`config.mk`:
```
export PLATFORM = sky130hd
export DESIGN_NAME = v_counters_updown_mod
export DESIGN_NICKNAME = d
export VERILOG_FILES = /design/src/rtl/v_counters_pkg.sv /design/src/rtl/v_counters_updown_mod_next_val.sv /design/src/rtl/v_counters_updown_mod.sv
export SDC_FILE = /design/constraint.sdc
export NUM_CORES = 1
export LEC_CHECK = 0
export CELL_PAD_IN_SITES_DETAIL_PLACEMENT = 0
export CELL_PAD_IN_SITES_GLOBAL_PLACEMENT = 1
export CORE_ASPECT_RATIO = 0.75
export CORE_MARGIN = 3
export CORE_UTILIZATION = 35
export CTS_CLUSTER_SIZE = 20
export DETAILED_ROUTE_END_ITERATION = 8
export GPL_TIMING_DRIVEN = 1
export PLACE_DENSITY_LB_ADDON = 0.1
export RECOVER_POWER = 50
export SLEW_MARGIN = 20
export SYNTH_ARGS = -nofsm -noshare
export SYNTH_HDL_FRONTEND = slang
export SYNTH_HIERARCHICAL = 1
export SYNTH_SLANG_ARGS = --single-unit
```
`constraint.sdc`:
```
create_clock -name c_i -period 2.5 [get_ports c_i]
set_input_delay 0.375 -clock c_i [delete_from_list [all_inputs] [get_ports c_i]]
set_output_delay 0.375 -clock c_i [all_outputs]
set_load 0.01 [all_outputs]
```
`src/rtl/v_counters_pkg.sv`:
```
// rtl/v_counters_pkg.sv - shared constants for the counter family
package v_counters_pkg;

    // Limit behaviour encodings for the SATURATE parameter
    localparam int WRAP = 0;
    localparam int SAT  = 1;

    // True when the saturate encoding is selected
    function automatic bit is_saturating(input int mode);
        return (mode == SAT);
    endfunction

endpackage

```
`src/rtl/v_counters_updown_mod_next_val.sv`:
```
// rtl/v_counters_updown_mod_next_val.sv - combinational next-value and limit-event logic
module v_counters_next_val
    import v_counters_pkg::*;
#(
    parameter int WIDTH    = 8,
    parameter int SATURATE = WRAP
) (
    input  logic [WIDTH-1:0] q_i,
    input  logic [WIDTH-1:0] max_i,
    input  logic             up_down_i,
    input  logic             ce_i,
    input  logic             load_i,
    input  logic [WIDTH-1:0] d_i,
    output logic [WIDTH-1:0] q_next_o,
    output logic             limit_evt_o
);

    logic at_limit;

    // Next count value with load priority, then enabled count with wrap or saturate
    always_comb begin
        at_limit    = up_down_i ? (q_i >= max_i) : (q_i == '0);
        limit_evt_o = ce_i & ~load_i & at_limit;
        q_next_o    = q_i;
        if (load_i) begin
            // Load is deliberately unclamped: D above MAX is accepted as-is
            q_next_o = d_i;
        end else if (ce_i) begin
            if (up_down_i) begin
                if (at_limit) begin
                    q_next_o = is_saturating(SATURATE) ? max_i : '0;
                end else begin
                    q_next_o = q_i + 1'b1;
                end
            end else begin
                if (at_limit) begin
                    q_next_o = is_saturating(SATURATE) ? '0 : max_i;
                end else begin
                    q_next_o = q_i - 1'b1;
                end
            end
        end
    end

endmodule

```
`src/rtl/v_counters_updown_mod.sv`:
```
// rtl/v_counters_updown_mod.sv - up/down counter with run-time modulus, load and limit flags
module v_counters_updown_mod
    import v_counters_pkg::*;
#(
    parameter int               WIDTH     = 8,
    parameter int               SATURATE  = WRAP,
    parameter logic [WIDTH-1:0] RESET_VAL = '0
) (
    input  logic             c_i,
    input  logic             clr_n_i,
    input  logic             ce_i,
    input  logic             up_down_i,
    input  logic             load_i,
    input  logic [WIDTH-1:0] d_i,
    input  logic [WIDTH-1:0] max_i,
    input  logic             ovf_clr_i,
    output logic [WIDTH-1:0] q_o,
    output logic             tc_o,
    output logic             evt_o,
    output logic             ovf_o
);

    logic [WIDTH-1:0] q_q, q_d;
    logic             evt_q, evt_d;
    logic             ovf_q, ovf_d;

    v_counters_next_val #(
        .WIDTH    (WIDTH),
        .SATURATE (SATURATE)
    ) u_next_val (
        .q_i         (q_q),
        .max_i       (max_i),
        .up_down_i   (up_down_i),
        .ce_i        (ce_i),
        .load_i      (load_i),
        .d_i         (d_i),
        .q_next_o    (q_d),
        .limit_evt_o (evt_d)
    );

    // Sticky overflow: a new event wins over a simultaneous clear
    always_comb begin
        ovf_d = evt_d | (ovf_q & ~ovf_clr_i);
    end

    // State registers with synchronous active-low clear overriding everything
    always_ff @(posedge c_i) begin
        if (!clr_n_i) begin
            q_q   <= RESET_VAL;
            evt_q <= 1'b0;
            ovf_q <= 1'b0;
        end else begin
            q_q   <= q_d;
            evt_q <= evt_d;
            ovf_q <= ovf_d;
        end
    end

    assign tc_o  = ce_i & (up_down_i ? (q_q >= max_i) : (q_q == '0));
    assign q_o   = q_q;
    assign evt_o = evt_q;
    assign ovf_o = ovf_q;

endmodule

```
# ---- After elaboration in Yosys (flattened, before gate mapping)
# Cells that the tools add are included.
dict set report classes {
  n_reduce_logical 2
  n_mux 6
  addsub 2
  bitwise_logic 7
  magnitude_cmp 1
}
# op n
set op_table {}
lappend op_table {{2-to-1 mux 8 bit} 5}
lappend op_table {{adder 8 x 1 -> 8 bit, second input constant} 1}
lappend op_table {{greater-or-equal comparator 8 bit} 1}
lappend op_table {{zero test 8 bit} 1}
lappend op_table {{subtractor 8 x 1 -> 8 bit, second input constant} 1}
lappend op_table {{AND 1 bit} 4}
lappend op_table {{inverter 1 bit} 2}
lappend op_table {{nonzero test 2 bit} 1}
lappend op_table {{2-to-1 mux 1 bit} 1}
lappend op_table {{OR 1 bit} 1}
dict set report totals {
  output_inout_bits 11
  regBits 10
  word_cells 21
  inputBits 22
}

# ---- Longest topological paths before layout
# Gate-level depths: netlist of run 1.
dict set report depth {
  ltp_word 6
  mapped_depth 9
  depth_no_buf 8
}

# ---- Modules after synthesis
# The synthesis of run 1 kept the hierarchy.
# module area_each_um2 seq_area_each_um2 cells_each n_inst
set by_module_without_submodules {}
lappend by_module_without_submodules {v_counters_next_val 795.8 0.0 125 1}
lappend by_module_without_submodules {v_counters_updown_mod 499.2 200.2 50 1}

# ---- Worst setup path after synthesis of run 1
# No wires, ideal clock.
dict set report synth_path {
  path_type {reg2reg}
  from {register q_q[0], in the netlist q_o[0]}
  to {register q_q[6], in the netlist q_o[6]}
  t_required_ns 2.385
  slack_ns 0.301
  path_buffers 1
  path_stages_with_launch 9
  period_less_slack_ns 2.199
  setup_ns 0.115
  arrival_ns 2.084
  path_cell_list {dfxtp_1 > inv_1 > ha_1 > or4b_1 > buf_2 > or3_1 > a31oi_2 > a221oi_2 > and2_1}
}
dict set report synth_via {
  elab_chain_cells 6
  elab_cells_between_ends 10
  cone_classes {add/sub: 2; order compare: 1; mux: 6; reduce/logical: 1}
}
# item line_no
set synth_rtl {}
lappend synth_rtl {{start, declared} v_counters_updown_mod.sv:23} ;# logic [WIDTH-1:0] q_q, q_d;
lappend synth_rtl {{start signal, assigned} v_counters_updown_mod.sv:53} ;# q_q <= q_d;
lappend synth_rtl {{greater-or-equal comparator 8 bit / zero test 8 bit (equally long branches)} v_counters_updown_mod_next_val.sv:22} ;# at_limit = up_down_i ? (q_i >= max_i) : (q_i == '0);
lappend synth_rtl {{2-to-1 mux 1 bit} v_counters_updown_mod_next_val.sv:22}
lappend synth_rtl {{2-to-1 mux 8 bit, on equally long branches} {v_counters_updown_mod_next_val.sv:36, v_counters_updown_mod_next_val.sv:30}}
lappend synth_rtl {{2-to-1 mux 8 bit *} v_counters_updown_mod_next_val.sv:29} ;# if (up_down_i) begin
lappend synth_rtl {{2-to-1 mux 8 bit *} v_counters_updown_mod_next_val.sv:28} ;# end else if (ce_i) begin
lappend synth_rtl {{2-to-1 mux 8 bit *} v_counters_updown_mod_next_val.sv:25} ;# if (load_i) begin
lappend synth_rtl {{via q_d[6]} v_counters_updown_mod.sv:23}
# The timed path passes the listed nets; every way through them passes the cells marked *. The select of a mux whose other input is x is not followed.
# A chain may end at the register's enable or synchronous reset.

# ---- Worst setup path in the final report of run 1
dict set report layout_path {
  from {input port max_i[3]}
  to {output port tc_o}
}
dict set report layout_via {
  elab_chain_cells 3
}
# item line_no
set layout_rtl {}
lappend layout_rtl {{start, declared} v_counters_updown_mod.sv:15} ;# input logic [WIDTH-1:0] max_i,
lappend layout_rtl {{greater-or-equal comparator 8 bit} v_counters_updown_mod.sv:59} ;# assign tc_o = ce_i & (up_down_i ? (q_q >= max_i) : (q_q == '0));
lappend layout_rtl {{2-to-1 mux 1 bit} v_counters_updown_mod.sv:59}
lappend layout_rtl {{AND 1 bit} v_counters_updown_mod.sv:59}
lappend layout_rtl {{end, declared} v_counters_updown_mod.sv:18} ;# output logic tc_o,
# Every way passes these cells.

==> reports/qor.csv, run 1 <==
metric,value,unit
drc_errors,0,
synth_xor_area_share,5.41,%
p_switching,241,uW
firstDrtPassIters,5,
p_sw_share,35.3,%
fin_crit,2.32,ns
peakVddDrop,0.208,mV
power.leakage,0.845,nW
status,finished clean,
worstSetupEndpoint,tc_o,
clk_latency,0.23,ns
start_kind,input port,
synth_top_family_by_area,simple AND/OR/NAND/NOR gates,
cp.required,2.12,ns
clk_pin_slew_worst_paths,0.04,ns
cts_tree,yes,
dieArea,4470,sq um
cts_hold_buf,0,
r2r-start,q_o[1],
p_int,442,uW
syn_inst,175,
yosysSeqAreaShare,15.5,%
startpoint,max_i[3],
finClkSkew,0.00378,ns
synth_compound_area_share,26.3,%
r2r-end,q_o[6],
maxCapViolations,0,
gp_congestion,0.923,
synth_fa_ha_area_share,17.4,%
synth-main-ff-cell,dfxtp_1,
netlist_top_cells_count,"inv_1, ha_1, a21oi_1, and2_1, nand3_1",
synth.area.mux_share,0,%
reg2reg_depth,7,
hpwl,3.32,mm
first_global_vias,1509,
syn-cell-area,1290,sq um
layout.area.seq,200,sq um
seq_power_share,27.2,%
synth_top_area_share,17.4,%
critPathArrivalTime,1.94,ns
wl_per_cell,14.4,microns
place_ws,-0.230,ns
powerDensity,370,nW/um^2
synth_edf_count,0,
rsz0062_at_grt,false,
grt_pass1_wl,7.01,mm
drt_iter0_drc,154,
htree_levels,1,
rrSetupSlack,0.23,ns
worstMarginPinSlew,0.556,ns
area_delta_synth_final,42.6,%
period_share,92.8,%
p_clk_share,23.9,%
io_pins,33,
synth.distinct_cells,40,
num_antenna_cells,0,
relSlewSlack,62.9,%
utilization,53.9,%
drt_wl_total,4.01,mm
ys_async_sr_fraction,0,%
max_freq,431,MHz
n_fill_cell,339,
synth-seq-cells,10,
dp_cells,275,
die_h,58.7,microns
maxSlewViolCount,0,
final_antenna_net_count,0,
yosys.area.top_type,ha_1,
num_rows,18,
synth_simple_gate_area_share,26.6,%
setup_violations,0,
core,3420,sq um
synth_area_leaders,"ha_1, dfxtp_1, a21oi_1",
port_buffers,32,
synth_most_common_cell,inv_1,
layout.cells.non_filler,278,
cts_setup_buffers,0,
path_max_fanout,2,
fin_nets,270,
synth_nets,215,
vias_per_cell,5.32,
clock_sinks,10,
min_path_type,flip-flop to flip-flop,
grt_usage,18.8,%
die_w,76.2,microns
num_vias,1479,
crit_path_end_kind,output port,
grt-ovfl-total,0,
finalPower,683,uW
multi_input_area,980,sq um
hold_viol,0,
yosys_warnings,6,
clockBufferDepth,2,
path_class,input port to output port,
syn_area_per_cell,7.40,sq um
antenna_found_initial,0,
p_comb_share,48.9,%
grt_max_degree,14,
postLayoutSetupSlackWorst,0.180,ns
cts_root_buf,clkbuf_8,
layout-drive-gt1-share,13.6,%
initial_core_util,37.8,%
cts_made_buffers,3,
-- what timing repair did --
action / CTS / global route
resized for setup: 1 / 2
pin swaps: 0 / 0
hold endpoints to repair: 0 / 0
setup endpoints to repair: 1 / 1
-- routing by layer --
metal  part of all wire [%]  vias up  wire (microns)  global-route usage, %
met4                      0        0               0                   2.33
met1                     49      700            1950                   25.6
met5                      0        -               0                      0
met2                     47       45            1860                   31.9
met3                    4.9        0             198                   4.13
li1                       -      734               -                      -
-- worst max-delay path, cell delays in order --
cell and delay, ns:
clkdlybuf4s50_1 0.48, inv_1 0.05, ha_1 0.29, o211ai_1 0.10, a21oi_2 0.13, o221ai_2 0.12, a311oi_2 0.24, clkbuf_2 0.17
-- cells by family after synthesis --
logic type / after synthesis
AOI/OAI and AO/OA: 48
xor gates and xnor gates: 8
adders and majority gates: 18
buffers and inverters: 28
DFF: 10
and+or+nand+nor: 63
-- cell type report --
class	count	share of cell area, %
well taps	50	3.39
multi-input cells	137	53.0
inverters	22	4.47
clock buffers	3	2.24
repair buffers	56	26.0
flip-flops and latches	10	10.8
-- state kept, by name (all words and copies together) (netlist names) --
signal	count
q_o	8
evt_o	1
ovf_o	1
-- metrics by stage --
step | setup TNS [ns] | hold slack [ns] | instance area [sq um]
after floorplan | 0 | 0.493 | 1290
after global placement | -0.204 | 0.563 | 1830
after detailed placement | -0.230 | 0.584 | 1830
after CTS | 0 | 0.598 | 1870
after global routing | 0 | 0.625 | 1850
final | 0 | 0.583 | 1850
-- how the worst min path moves through the flow --
stage | start | endpoint | slack (ns) | depth (start not counted)
2_1_floorplan | clr_n_i | ovf_o | 0.49 | 1
3_3_place_gp | ovf_o | ovf_o | 0.56 | 2
3_5_place_dp | ovf_o | ovf_o | 0.58 | 2
4_1_cts | ovf_o | ovf_o | 0.60 | 2
5_1_grt | ovf_o | ovf_o | 0.63 | 2
6_report | ovf_o | ovf_o | 0.58 | 2
-- cells in the final DEF, fill, tap and decap left out, types with 6 or more instances in the layout --
cell and count:
clkdlybuf4s50_1 25, or3_1 7, o21ai_0 9, buf_4 20, dlygate4sd3_1 6, dfxtp_1 10
a21oi_1 16, and2_1 11, nand3_1 11, nor3_1 6, inv_1 21, nand2_1 7
nor2_1 6, ha_1 18
-- power groups by stage --
stage | clock network [mW] | registers (mW) | logic [mW]
floorplan | 0 | 0.199 | 0.181
global placement | 0 | 0.189 | 0.331
detailed placement | 0 | 0.190 | 0.337
CTS | 0.167 | 0.187 | 0.338
global route | 0.178 | 0.188 | 0.369
finish | 0.163 | 0.186 | 0.334
No activity file was read; power rests on OpenSTA's default activity.
==> run 2: changes to the inputs <==
--- a/config.mk
+++ b/config.mk
@@ -13,6 +13,7 @@
 export CTS_CLUSTER_SIZE = 20
 export DETAILED_ROUTE_END_ITERATION = 8
 export GPL_TIMING_DRIVEN = 1
+export MAX_ROUTING_LAYER = met4
 export PLACE_DENSITY_LB_ADDON = 0.1
 export RECOVER_POWER = 50
 export SLEW_MARGIN = 20
==> run 2 against run 1 <==
Critical path depth unchanged. Sequential power hardly changed. Sequential cell count did not move. Clock power is essentially flat. Design area stayed put. Clock-buffer cell count unchanged. Power hardly changed. Routed wire length is 0.12% lower. Worst hold slack barely moved. Fmax is the same. Setup slack unchanged. Clock skew about the same. Largest cell class unchanged. Largest power group unchanged.
==> reports/qor.csv, run 2 (synthesized netlist as in run 1, its figures left out) <==
metric,value,unit,change
fin_nets,270,,unchanged
rsz0062_at_grt,false,,
cts_made_buffers,3,,unchanged
num_antenna_cells,0,,unchanged
start_kind,input port,,
cp.required,2.12,ns,about the same
htree_levels,1,,unchanged
powerDensity,370,nW/um^2,about the same
wl_per_cell,14.4,microns,-0.12%
setup_violations,0,,unchanged
period_share,92.8,%,unchanged
mostFrequentLayoutCell,clkdlybuf4s50_1,,
num_vias,1477,,-0.14%
finalSetupTns,0,ns,unchanged
layout-drive-gt1-share,13.6,%,unchanged
finClkSkew,0.00357,ns,-0.000209 ns
worstSetupEndpoint,tc_o,,
grt-ovfl-total,0,,unchanged
finalPower,683,uW,about the same
min_path_type,flip-flop to flip-flop,,
crit_path_end_kind,output port,,
layout.area.seq,200,sq um,unchanged
fin_crit,2.32,ns,unchanged
dieArea,4470,sq um,unchanged
r2r-end,q_o[6],,
min_from,ovf_o,,
vias_per_cell,5.31,,-0.14%
cts_root_buf,clkbuf_8,,
relSlewSlack,63.0,%,about the same
hold_viol,0,,unchanged
final_antenna_net_count,0,,unchanged
worstMarginPinSlew,0.556,ns,-0.000101 ns
maxCapViolations,0,,unchanged
grt_usage,19.4,%,+0.58 points
max_freq,431,MHz,unchanged
clk_latency,0.23,ns,about the same
drc_errors,0,,unchanged
firstDrtPassIters,4,,-1
grt_pass1_wl,7.01,mm,unchanged
port_buffers,32,,unchanged
peakVddDrop,0.208,mV,about the same
path_max_fanout,2,,unchanged
r2r-start,q_o[1],,
path_class,input port to output port,,
utilization,53.9,%,unchanged
rrSetupSlack,0.23,ns,about the same
whs,0.583,ns,-0.0000120 ns
io_pins,33,,unchanged
antenna_found_initial,0,,unchanged
area_delta_synth_final,42.6,%,unchanged
initial_core_util,37.8,%,unchanged
startpoint,max_i[3],,
clock_sinks,10,,unchanged
first_global_vias,1512,,+0.20%
die_w,76.2,microns,unchanged
drt_wl_total,4.00,mm,-0.12%
power.leakage,0.845,nW,unchanged
hold_depth,2,,unchanged
status,finished clean,,
critPathArrivalTime,1.94,ns,about the same
gp_congestion,0.939,,+1.8%
n_fill_cell,339,,unchanged
num_rows,18,,unchanged
clockBufferDepth,2,,unchanged
most-common-layout-cells,"clkdlybuf4s50_1, inv_1, buf_4",,
cts_tree,yes,,
drt_iter0_drc,163,,+5.8%
cts_hold_buf,0,,unchanged
largest_register_ffs,8,,unchanged
core,3420,sq um,unchanged
multi_input_area,980,sq um,unchanged
grt_max_degree,14,,unchanged
reg2reg_depth,7,,unchanged
hpwl,3.32,mm,unchanged
clk_pin_slew_worst_paths,0.04,ns,about the same
maxSlewViolCount,0,,unchanged
die_h,58.7,microns,unchanged
[run 2: cell counts in the layout (fill, tap and decap cells not counted)]
No cell type changed its count.
[run 2: what timing repair did]
action	CTS	global route
endpoints found under the setup margin	1	1
setup buffers	0	0
pin swaps	0	0
gates resized for setup	1	2
[run 2: worst min path at each step]
stage               slack [ns]    end
global placement          0.56  ovf_o
finish                    0.58  ovf_o
floorplan                 0.49  ovf_o
CTS                       0.60  ovf_o
detailed placement        0.58  ovf_o
global route              0.63  ovf_o
[run 2: worst max-delay path: stages]
cell and delay (ns):
clkdlybuf4s50_1 0.48, inv_1 0.05, ha_1 0.29, o211ai_1 0.10
a21oi_2 0.13, o221ai_2 0.12, a311oi_2 0.24, clkbuf_2 0.17
[run 2: layout make-up]
| class | count | share of cell area [%] |
|---|---|---|
| multi-input combinational | 137 | 53.0 |
| timing repair buffer | 56 | 26.0 |
| sequential | 10 | 10.8 |
| inverter | 22 | 4.47 |
| tap | 50 | 3.39 |
| clock buffer | 3 | 2.24 |
[run 2: metrics by stage]
step / area (sq um) / instances / setup WS, ns
global route: 1850 / 278 / 0.0392
CTS: 1870 / 278 / 0.0453
global placement: 1830 / 275 / -0.204
detailed placement: 1830 / 275 / -0.230
finish: 1850 / 278 / 0.180
floorplan: 1290 / 175 / 0.301
[run 2: metal layers]
layer	GRT usage (%)	wire [microns]
met2	32.0	1850
met3	4.13	219
met5	-	0
met4	2.33	0
met1	25.5	1930
[run 2: report_power, final]
| part | switching, mW | internal (mW) | total [mW] |
|---|---|---|---|
| clock network | 0.0582 | 0.105 | 0.163 |
| registers | 0.0142 | 0.172 | 0.186 |
| logic | 0.168 | 0.165 | 0.333 |
